--- config.mk ---
export PLATFORM = sky130hd
export DESIGN_NAME = bus_power_trim_sequencer
export DESIGN_NICKNAME = d
export VERILOG_FILES = /design/src/rtl/bus_power_trim_sequencer.sv
export SDC_FILE = /design/constraint.sdc
export NUM_CORES = 1
export LEC_CHECK = 0
export ABC_AREA = 1
export ABC_CLOCK_PERIOD_IN_PS = 3050
export BUFFER_PORTS_ARGS = -buffer_cell sky130_fd_sc_hd__buf_4
export CAP_MARGIN = 20
export CELL_PAD_IN_SITES_DETAIL_PLACEMENT = 0
export CELL_PAD_IN_SITES_GLOBAL_PLACEMENT = 1
export CORE_MARGIN = 8
export CORE_UTILIZATION = 44
export CTS_CLUSTER_SIZE = 8
export DETAILED_ROUTE_END_ITERATION = 12
export GPL_ROUTABILITY_DRIVEN = 1
export GPL_TIMING_DRIVEN = 0
export PLACE_DENSITY_LB_ADDON = 0.08
export SYNTH_ARGS = -nofsm -noshare
export SYNTH_HDL_FRONTEND = slang
export SYNTH_SLANG_ARGS = --single-unit
--- constraint.sdc ---
create_clock -name clk -period 3.05 [get_ports clk]
set_input_delay 0.305 -clock clk [delete_from_list [all_inputs] [get_ports clk]]
set_output_delay 0.305 -clock clk [all_outputs]
set_load 0.02 [all_outputs]
--- src/rtl/bus_power_trim_sequencer.sv ---
`default_nettype none
// ============================================================================
// Module   : bus_power_trim_sequencer
// Purpose  : Powers the CAN buses one at a time after a start request. Each
//            bus gets a one-cycle power enable, then a fixed settle time, then
//            an optional oscillator-trim handshake bounded by a timeout. A
//            one-cycle completion pulse follows the last bus.
// Ports    : clk, rst            - clock, async active-high reset
//            start               - sequence request, sampled only in IDLE
//            n_buses[4:0]        - buses to power (0 -> 1, clamped to MAX_BUSES)
//            osc_auto_trim       - enables the trim phase, latched at start
//            trim_done           - trim engine completion, used only in TRIM_WAIT
//            power_bus_en        - high in the POWER_ON cycle of a bus
//            power_bus_cnt[4:0]  - index of the bus being processed
//            power_mask          - bit i set once bus i has been powered
//            start_trim_ack      - one-cycle trim request
//            end_trim_bus        - one-cycle pulse after a successful trim
//            trim_fail           - sticky per-bus trim timeout flags
//            end_power_init      - one-cycle completion pulse
//            busy                - high in every state except IDLE
// Revision : 1.0 - initial release
// ============================================================================
module bus_power_trim_sequencer #(
  parameter int          MAX_BUSES    = 16,
  parameter logic [15:0] SETTLE_CYC   = 16'd400,
  parameter logic [15:0] TRIM_TIMEOUT = 16'd4000
) (
  input  logic                 clk,
  input  logic                 rst,
  input  logic                 start,
  input  logic [4:0]           n_buses,
  input  logic                 osc_auto_trim,
  input  logic                 trim_done,
  output logic                 power_bus_en,
  output logic [4:0]           power_bus_cnt,
  output logic [MAX_BUSES-1:0] power_mask,
  output logic                 start_trim_ack,
  output logic                 end_trim_bus,
  output logic [MAX_BUSES-1:0] trim_fail,
  output logic                 end_power_init,
  output logic                 busy
);

  localparam logic [2:0] S_IDLE      = 3'd0;
  localparam logic [2:0] S_POWER_ON  = 3'd1;
  localparam logic [2:0] S_SETTLE    = 3'd2;
  localparam logic [2:0] S_TRIM_REQ  = 3'd3;
  localparam logic [2:0] S_TRIM_WAIT = 3'd4;
  localparam logic [2:0] S_NEXT      = 3'd5;
  localparam logic [2:0] S_DONE      = 3'd6;

  localparam logic [4:0]           c_MAX_N = 5'(MAX_BUSES);
  localparam logic [MAX_BUSES-1:0] c_ONE   = {{(MAX_BUSES-1){1'b0}}, 1'b1};

  logic [2:0]           r_state;
  logic [4:0]           r_cnt;
  logic [4:0]           r_last;      // index of the final bus (n_eff - 1)
  logic [15:0]          r_timer;
  logic                 r_trim_en;
  logic                 r_trim_ok;   // current bus finished trim successfully
  logic [MAX_BUSES-1:0] r_power_mask;
  logic [MAX_BUSES-1:0] r_trim_fail;
  logic [4:0]           w_last;

  // Clamp the requested bus count to 1..MAX_BUSES and keep it as a last index.
  always_comb begin
    w_last = 5'd0;
    if (n_buses == 5'd0) begin
      w_last = 5'd0;
    end else if (n_buses > c_MAX_N) begin
      w_last = c_MAX_N - 5'd1;
    end else begin
      w_last = n_buses - 5'd1;
    end
  end

  always_ff @(posedge clk or posedge rst) begin
    if (rst) begin
      r_state      <= S_IDLE;
      r_cnt        <= 5'd0;
      r_last       <= 5'd0;
      r_timer      <= 16'd0;
      r_trim_en    <= 1'b0;
      r_trim_ok    <= 1'b0;
      r_power_mask <= '0;
      r_trim_fail  <= '0;
    end else begin
      case (r_state)
        S_IDLE: begin
          if (start) begin
            r_last       <= w_last;
            r_trim_en    <= osc_auto_trim;
            r_cnt        <= 5'd0;
            r_power_mask <= '0;
            r_trim_fail  <= '0;
            r_state      <= S_POWER_ON;
          end
        end
        S_POWER_ON: begin
          r_power_mask <= r_power_mask | (c_ONE << r_cnt);
          r_timer      <= 16'd0;
          r_trim_ok    <= 1'b0;
          r_state      <= S_SETTLE;
        end
        S_SETTLE: begin
          r_timer <= r_timer + 16'd1;
          if (r_timer == SETTLE_CYC - 16'd1) begin
            r_state <= r_trim_en ? S_TRIM_REQ : S_NEXT;
          end
        end
        S_TRIM_REQ: begin
          r_timer <= 16'd0;
          r_state <= S_TRIM_WAIT;
        end
        S_TRIM_WAIT: begin
          r_timer <= r_timer + 16'd1;
          // Completion is checked first so a coincident timeout still counts
          // as a successful trim.
          if (trim_done) begin
            r_trim_ok <= 1'b1;
            r_state   <= S_NEXT;
          end else if (r_timer == TRIM_TIMEOUT - 16'd1) begin
            r_trim_fail <= r_trim_fail | (c_ONE << r_cnt);
            r_state     <= S_NEXT;
          end
        end
        S_NEXT: begin
          if (r_cnt == r_last) begin
            r_state <= S_DONE;
          end else begin
            r_cnt   <= r_cnt + 5'd1;
            r_state <= S_POWER_ON;
          end
        end
        S_DONE: begin
          r_state <= S_IDLE;
        end
        default: begin
          r_state <= S_IDLE;
        end
      endcase
    end
  end

  assign power_bus_en   = (r_state == S_POWER_ON);
  assign power_bus_cnt  = r_cnt;
  assign power_mask     = r_power_mask;
  assign start_trim_ack = (r_state == S_TRIM_REQ);
  assign end_trim_bus   = (r_state == S_NEXT) && r_trim_ok;
  assign trim_fail      = r_trim_fail;
  assign end_power_init = (r_state == S_DONE);
  assign busy           = (r_state != S_IDLE);

endmodule
`default_nettype wire
==> impl_metrics.toml, run 1 <==
[setup_path]
r2r_start = "r_state[1]"
crit_type = "reg2out"
cp-end-kind = "output pin"
cp_data_arrival_time_ns = 1.84
reg2regPathDepth = 6
r2r_end = "trim_fail[1]"
startpoint_type = "register"
crit_path_top_delay_cell = "dfrtp_1"
critPathMaxStageDelay_ns = 0.43
crit_fanout = 10
reg2reg_slack_ns = 1.35
cp_num_buf_inv = 3
cp.required_ns = 2.74
path_delay_family = "buffers and inverters"
cp_cell_sequence = "nor2_2 -> inv_2 -> nor2_4 -> buf_2 -> buf_4"

[synthesis]
postSynthAreaPerCell_um2 = 7.57
yosysMostFrequentCell = "nand2_1"
syn_nets = 451
synth_seq_cells = 63
synth_enable_flop_cells = 0
ys_types = 28
synth.area.top_cells = "dfrtp_1, nand2_1, nor2_1, inv_1, o21ai_0"
synth_commonest_cells = "nand2_1, nor2_1, dfrtp_1"
synth_top_cell_by_area = "dfrtp_1"
synth_area_um2 = 3280
synth_cells = 433
yosysSeqAreaShare = 0.481
yosys_warnings = 0
synth_ff_type = "dfrtp_1"
synth_top_area_frac = 0.481
async_reset_ff_frac = 1.00

[timing]
rsz0062_at_grt = "false"
timing.final.ws_setup_ns = 0.909
finalHoldViolations = 0
worst_pin_slew_ns = 0.593
timing.hold.ws_ns = 0.0310
period_needed_ns = 2.14
max_slew_margin = 0.604
drv_slew = 0
tns_ns = 0
skew_ns = 0.00617
fmax_mhz = 467
post-route-period-util = 0.702
setup_viol = 0

[floorplanning]
dieArea_um2 = 10500
core-area_um2 = 7250
num_rows = 31
initial_core_util = 0.452
die_h_um = 102
dieWidth_um = 102
ios = 52

[placement]
gp_congestion = 0.857
portBuffers = 51
dp_slack_ns = 1.27
place_hpwl_mm = 6.49

[cells_and_area]
nets = 514
drive_gt1_frac = 0.168
syn2layout_area_growth_pct = 23.5
fin_util = 0.558
diodes = 0
num-fill-cells = 742

[global_route]
grt_pass1_vias = 2856
gr-usage-all-layers = 0.176
grt_pass1_wl_mm = 14.3
grt_antenna_before_repair = 0
grt_max_degree = 38
grt_overflow = 0

[drt]
route.vias.total = 2993
post-route-drc-count = 0
final_antenna_net_count = 0
wl_per_cell_um = 14.3
vias_per_cell = 5.00
first_pass_iters = 4
drt-initial-drc-count = 176
drt_wl_total_mm = 8.58

[clock_tree]
clk_pin_slew_ns = 0.07
cts_sinks = 63
clock_latency_ns = 0.34
cts_resized = 0
cts_buffers = 9
cts.htree.levels = 3
clockBufferDepth = 2
cts_setup_buffers = 0
clock-root-buffer = "clkbuf_8"
postCtsHoldBufs = 0
cts_tree = "done"

[power_and_ir_drop]
power.leakage_nw = 2.05
total_power_mw = 1.86
ir_worst_vdd_mv = 0.234
power.density_nw_per_um2 = 460

[min_path]
hold_class = "in2async"

[job]
maxCapViolCount = 0

[run_status]
status = "finished, final reports clean"
## flip-flops by register name (all words and copies together), names as in the netlist
| register | cells |
|---|---|
| r_trim_ok | 1 |
| r_trim_en | 1 |
| r_last | 5 |
| trim_fail | 16 |
| power_mask | 16 |
| r_state | 3 |
| power_bus_cnt | 5 |
| r_timer | 16 |
## where the power goes
group,leakage (nW),switching [mW],total (mW),internal (mW)
combinational,1.12,0.0554,0.0920,0.0366
sequential,0.808,0.0103,0.861,0.851
clock,0.123,0.326,0.910,0.584
## layer usage
layer	global-route usage	part of all wire	vias to the layer above
li1	-	-	1514
met1	0.252	0.51	1395
met2	0.249	0.42	74
met3	0.0354	0.055	10
met4	0.0745	0.015	0
met5	0	0	-
## cells by family after synthesis
group / Yosys count / synth area share
compound gates: 78 / 0.123
xor+xnor: 7 / 0.0187
fa+ha+maj: 8 / 0.0305
buf+inv: 65 / 0.0786
flops: 63 / 0.481
simple gates: 212 / 0.268
## per-stage QoR
step           area, um2  std cells
2_1_floorplan       3280        433
3_3_place_gp        3780        583
3_5_place_dp        3800        584
4_1_cts             4050        599
5_1_grt             4050        599
6_report            4050        599
## area by class of cell
| class | instances | area (um2) | area share |
|---|---|---|---|
| Clock buffer | 12 | 155 | 0.0383 |
| Tap cell | 99 | 124 | 0.0306 |
| Timing Repair Buffer | 52 | 403 | 0.0995 |
| Buffer | 9 | 47.5 | 0.0117 |
| Multi-Input combinational cell | 305 | 1440 | 0.357 |
| Sequential cell | 63 | 1580 | 0.389 |
| Clock inverter | 3 | 90.1 | 0.0222 |
| Inverter | 56 | 210 | 0.0519 |
## worst max path at each step
stage,to,start,depth (start not counted)
floorplan,power_bus_cnt[0],rst,1
global route,power_bus_en,r_state[0],6
global placement,r_last[0],rst,2
detailed placement,power_bus_en,r_state[2],5
finish,power_bus_en,r_state[2],5
CTS,power_bus_en,r_state[2],5
## layout by cell type (no fill, tap or decap)
cell / netlist / final
o21ai_2: 1 / 1
o21ai_1: 17 / 17
buf_4: 2 / 53
nand2_1: 100 / 100
bufinv_16: 0 / 3
dfrtp_1: 63 / 63
nand2_2: 1 / 1
buf_2: 5 / 5
buf_1: 1 / 1
nor3_1: 7 / 7
buf_12: 0 / 1
nand4_2: 1 / 1
o21ai_0: 30 / 30
ha_1: 8 / 8
clkbuf_1: 1 / 2
xnor2_1: 1 / 1
o31ai_1: 1 / 1
nor3_2: 1 / 1
xor2_1: 6 / 6
inv_2: 3 / 4
clkinv_1: 1 / 1
nor2_1: 69 / 69
nand4_1: 6 / 6
o22ai_1: 3 / 3
a21oi_1: 25 / 25
nor2_2: 2 / 2
nor2_4: 1 / 1
inv_1: 52 / 51
clkbuf_8: 0 / 11
nand3_1: 24 / 24
o21a_1: 1 / 1
Note: power is estimated with default switching activity, not from simulation.
==> inputs of run 2 (changes only) <==
- ABC_AREA: 1 -> 0
- ABC_CLOCK_PERIOD_IN_PS: 3050 -> 2000
- CORE_UTILIZATION: 44 -> 43
- clock period: 3.05 -> 2 ns (I/O delays scaled with it)
==> impl_metrics.toml, run 2 <==
[power_and_ir_drop]
p_switching_mw = 1.93
power.density_nw_per_um2 = 1250
power_switching_share = 0.407
clkPwrFrac = 0.238
internal_power_mw = 2.81
ir_worst_vdd_mv = 0.573
pwr-share-seq = 0.356
combPwrFrac = 0.406
power.leakage_nw = 1.87

[setup_path]
crit_type = "reg2reg"
path_delay_family = "simple AND/OR/NAND/NOR gates"
crit_fanout = 10
cp_data_arrival_time_ns = 2.08
cp_cell_sequence = "buf_2 -> nor3_1 -> nand2_1 -> clkbuf_2 -> nand2_1 -> o21ai_0"
crit_path_top_delay_cell = "dfrtp_1"
cp-end-kind = "register"
cp_common_cell = "nand2_1"
critPathMaxStageDelay_ns = 0.37
startpoint_type = "register"
cp.required_ns = 2.21
cp_num_buf_inv = 2

[drt]
vias_per_cell = 5.18
first_pass_iters = 4
post-route-drc-count = 0
route.vias.total = 2454
drt_wl_total_mm = 7.45
final_antenna_net_count = 0
drt-initial-drc-count = 67
wl_per_cell_um = 15.7

[timing]
fmax_mhz = 535
setup_viol = 0
post-route-period-util = 0.935
finalHoldViolations = 0
drv_slew = 0
max_slew_margin = 0.599
skew_ns = 0.0130
worst_pin_slew_ns = 0.601
timing.final.ws_setup_ns = 0.129
period_needed_ns = 1.87

[clock_tree]
cts_setup_buffers = 0
cts.htree.levels = 3
cts_sinks = 63
cts_buffers = 9
clockBufferDepth = 2
clock_latency_ns = 0.34
cts_tree = "done"
clock-root-buffer = "clkbuf_8"
clk_pin_slew_ns = 0.07

[cells_and_area]
final_common_cell = "dfrtp_1"
syn2layout_area_growth_pct = 24.1
nets = 391
layout_common_cells = "dfrtp_1, nand2_1, buf_4, o21ai_0, nor2_1"
diodes = 0
drive_gt1_frac = 0.233
final_cells = 474
num-fill-cells = 660

[synthesis]
ys_types = 45
yosysMostFrequentCell = "dfrtp_1"
synth_commonest_cells = "dfrtp_1, nand2_1, o21ai_0"
synth_area_um2 = 3070
syn_nets = 328
synth_cells = 310
yosysSeqAreaShare = 0.514
synth_top_cell_by_area = "dfrtp_1"
synth.area.top_cells = "dfrtp_1, nand2_1, mux2i_1, o21ai_0, ha_1"
async_reset_ff_frac = 1.00
synth_seq_cells = 63
postSynthAreaPerCell_um2 = 9.90
yosys_warnings = 0
synth_enable_flop_cells = 0
synth_ff_type = "dfrtp_1"
synth_top_area_frac = 0.514

[global_route]
grt_max_degree = 39
grt_pass1_wl_mm = 12.3
grt_overflow = 0
gr-usage-all-layers = 0.153
grt_antenna_before_repair = 0
grt_pass1_vias = 2387

[placement]
portBuffers = 51
place_hpwl_mm = 5.51
dp_cells = 458
gp_congestion = 0.781
dp_slack_ns = 0.0727

[min_path]
hold_class = "in2reg"

[job]
maxCapViolCount = 0

[floorplanning]
die_h_um = 100
num_rows = 30
core-area_um2 = 6870
ios = 52
dieWidth_um = 100
initial_core_util = 0.447
dieArea_um2 = 10100

[run_status]
status = "finished, final reports clean"
[run 2: changes by cell type after synthesis, sizes merged, moves of 6 or more]
cell	previous run	this run
mux2i	0	17
o21ai	48	27
and3	0	6
nand2	101	52
nand3	24	11
inv	55	12
a31oi	0	6
xnor2	1	7
nor2	72	26
xor2	6	0
a21oi	25	12
[run 2: kinds of logic (layout without fill, tap and decap cells)]
logic type	count (synthesis)	after routing	share of synthesized area
flip-flops	63	63	0.514
AO/OA/AOI/OAI	56	56	0.107
AND/OR/NAND/NOR	128	128	0.214
adder cells (fa/ha/maj)	10	10	0.0392
buffers and inverters	25	93	0.0338
multiplexers	21	21	0.0701
XOR/XNOR	7	7	0.0224
[run 2: repair_timing]
| item | in CTS | in global routing |
|---|---|---|
| hold buffers | 1 | 0 |
| setup endpoints to repair | 2 | 19 |
| hold endpoints to repair | 25 | 0 |
| gates resized for setup | 0 | 5 |
| gates cloned | 0 | 0 |
[run 2: per-stage QoR]
step           cell area, um2   util  hold slack (ns)  total power, mW  setup TNS [ns]
6_report                 3810  0.554           0.0500             4.75               0
3_3_place_gp             3570  0.520            0.396             3.61          -41.04
4_1_cts                  3800  0.554           0.0373             4.79               0
2_1_floorplan            3070      -            0.305             2.99               0
3_5_place_dp             3590  0.523            0.321             3.65               0
5_1_grt                  3810  0.554           0.0569             5.07       -0.000343
[run 2: final timing paths]
kind	endpoint	depth (start not counted)	startpoint	slack [ns]
max	trim_fail[1]	6	r_state[0]	0.13
min in group asynchronous	r_timer[7]	3	rst	0.49
max reg2reg	trim_fail[1]	6	r_state[0]	0.13
min	r_trim_en	3	osc_auto_trim	0.05
max in group asynchronous	power_mask[2]	4	rst	0.90
min reg2reg	trim_fail[6]	2	trim_fail[6]	0.48
[run 2: worst reg2reg max path: cells and delay by family, from the launching register on]
kind	cells	cell delay (ns)
flip-flops	1	0.37
AO/OA/AOI/OAI	1	0.07
buffers and inverters	2	0.50
AND/OR/NAND/NOR	3	0.81
[run 2: routing by layer]
metal | global-route usage | vias up | part of all wire
met4 | 0.0616 | 0 | 0.012
met2 | 0.215 | 53 | 0.43
li1 | - | 1206 | -
met1 | 0.220 | 1186 | 0.51
met5 | 0 | - | 0
met3 | 0.0345 | 9 | 0.047
[run 2: layout make-up]
cell class / count / area [um2] / area share
plain buffers: 12 / 57.6 / 0.0151
clock buffers: 9 / 124 / 0.0325
clock inverters: 7 / 81.3 / 0.0214
inverters: 12 / 45.0 / 0.0118
multi-input cells: 222 / 1390 / 0.365
flip-flops and latches: 63 / 1580 / 0.414
well taps: 96 / 120 / 0.0315
repair buffers: 53 / 413 / 0.108
[run 2: power groups by stage]
stage | Combinational [mW] | Sequential [mW] | Clock [mW]
2_1_floorplan | 1.16 | 1.83 | 0
3_3_place_gp | 1.90 | 1.71 | 0
3_5_place_dp | 1.94 | 1.72 | 0
4_1_cts | 1.94 | 1.69 | 1.16
5_1_grt | 2.13 | 1.72 | 1.21
6_report | 1.93 | 1.69 | 1.13
==> inputs of run 3 (changes only) <==
- CORE_MARGIN: 8 -> default
- CTS_BUF_LIST: default -> sky130_fd_sc_hd__clkbuf_16
- RECOVER_POWER: default -> 25
==> impl_metrics.toml, run 3 (synthesis results as in run 2) <==
[placement]
portBuffers = 51
dp_cells = 458
dp_slack_ns = 0.0496
place_hpwl_mm = 5.10
gp_congestion = 0.769
placed_area_um2 = 3590

[drt]
drt-initial-drc-count = 89
vias_per_cell = 5.08
top_layer = "met4"
wl_met2_mm = 3.08
drt-met1-wl_mm = 3.66
final_antenna_net_count = 0
wl_met3_um = 262
route.vias.total = 2401
drt_wl_total_mm = 7.11
post-route-drc-count = 0
wl_per_cell_um = 15.0
first_pass_iters = 4

[timing]
drv_slew = 0
skew_ns = 0.00616
finalHoldViolations = 0
period_needed_ns = 1.91
max_slew_margin = 0.172
worst_pin_slew_ns = 1.24
timing.final.ws_setup_ns = 0.0914
fmax_mhz = 524
post-route-period-util = 0.954
setup_viol = 0
rsz0062_at_grt = "false"
tns_ns = 0

[min_path]
min_to = "r_trim_en"
hold_depth = 3
hold_class = "in2reg"
hold_start = "osc_auto_trim"

[setup_path]
r2r_start = "r_state[1]"
critPathMaxStageDelay_ns = 0.45
startpoint_type = "register"
cp.depth = 4
cp.required_ns = 2.23
crit_fanout = 10
cp-end-kind = "register"
path_delay_family = "simple AND/OR/NAND/NOR gates"
crit_path_top_delay_cell = "nor4_2"
cp_data_arrival_time_ns = 2.13
r2r_end = "trim_fail[15]"
crit_type = "reg2reg"
reg2reg_slack_ns = 0.09
cp_cell_sequence = "buf_2 -> nor4_2 -> nand4b_1 -> o21ai_0"
reg2regPathDepth = 4
cp_num_buf_inv = 1

[power_and_ir_drop]
power_switching_share = 0.370
ir_worst_vdd_mv = 0.640
internal_power_mw = 3.31
combPwrFrac = 0.364
pwr-share-seq = 0.323
clkPwrFrac = 0.313
p_switching_mw = 1.94
power.leakage_nw = 1.92
power.density_nw_per_um2 = 1340
total_power_mw = 5.25

[clock_tree]
postCtsHoldBufs = 0
cts_tree = "done"
cts_sinks = 63
cts.htree.levels = 3
cts_buffers = 9
clk_pin_slew_ns = 0.06
cts_setup_buffers = 0
clock-root-buffer = "clkbuf_16"
clock_latency_ns = 0.32
clockBufferDepth = 2

[cells_and_area]
final_cells = 473
nets = 390
drive_gt1_frac = 0.225
diodes = 0
final_common_cell = "dfrtp_1"
seqCellArea_um2 = 1580
layout_common_cells = "dfrtp_1, nand2_1, buf_4, o21ai_0, nor2_1"
final_cell_area_um2 = 3910
num-fill-cells = 645
multi_input_area_um2 = 1400
syn2layout_area_growth_pct = 27.5

[floorplanning]
num_rows = 30
core-area_um2 = 6830
dieArea_um2 = 7480
die_h_um = 86.5
ios = 52
initial_core_util = 0.449
dieWidth_um = 86.5

[global_route]
grt_overflow = 0
grt_pass1_wl_mm = 11.9
grt_max_degree = 34
grt_antenna_before_repair = 0
gr-usage-all-layers = 0.212
grt_pass1_vias = 2282

[job]
maxCapViolCount = 0

[run_status]
status = "finished, final reports clean"
run 3: worst max path at each step:
stage,start,to
floorplan,rst,power_bus_cnt[0]
global placement,rst,r_timer[1]
detailed placement,r_state[0],trim_fail[7]
CTS,r_state[0],trim_fail[2]
global route,r_state[1],trim_fail[12]
finish,r_state[1],trim_fail[15]
run 3: power by group through the flow:
stage / clock, mW / combinational, mW / sequential (mW)
after floorplan: 0 / 1.16 / 1.83
after CTS: 1.66 / 1.92 / 1.70
after global placement: 0 / 1.90 / 1.71
after detailed placement: 0 / 1.92 / 1.72
after global routing: 1.72 / 2.12 / 1.73
final: 1.64 / 1.91 / 1.70
run 3: area by class of cell:
type / count / share of cell area
sequential: 63 / 0.403
multi-input combinational: 222 / 0.357
timing repair buffer: 52 / 0.103
clock buffer: 9 / 0.0576
tap: 96 / 0.0307
clock inverter: 7 / 0.0227
buffer: 12 / 0.0144
inverter: 12 / 0.0115
run 3: layer usage:
metal  global-route usage  up-vias
met3               0.0324        9
met5                    0        -
li1                     -     1202
met1                0.322     1134
met2                0.302       56
met4               0.0848        0
run 3: repair_timing:
item,4_1_cts,5_1_grt
gates resized for setup,0,4
endpoints found under the hold margin,0,0
setup endpoints to repair,2,22
run 3: tightest hold or removal path: stages:
cell and delay [ns]:
buf_4 0.07, nand2_1 0.04, nand2_1 0.05
run 3: metrics by stage:
stage	utilization	hold slack [ns]
finish	0.573	0.0694
floorplan	-	0.305
global placement	0.523	0.395
detailed placement	0.526	0.359
CTS	0.571	0.0141
global route	0.573	0.0934
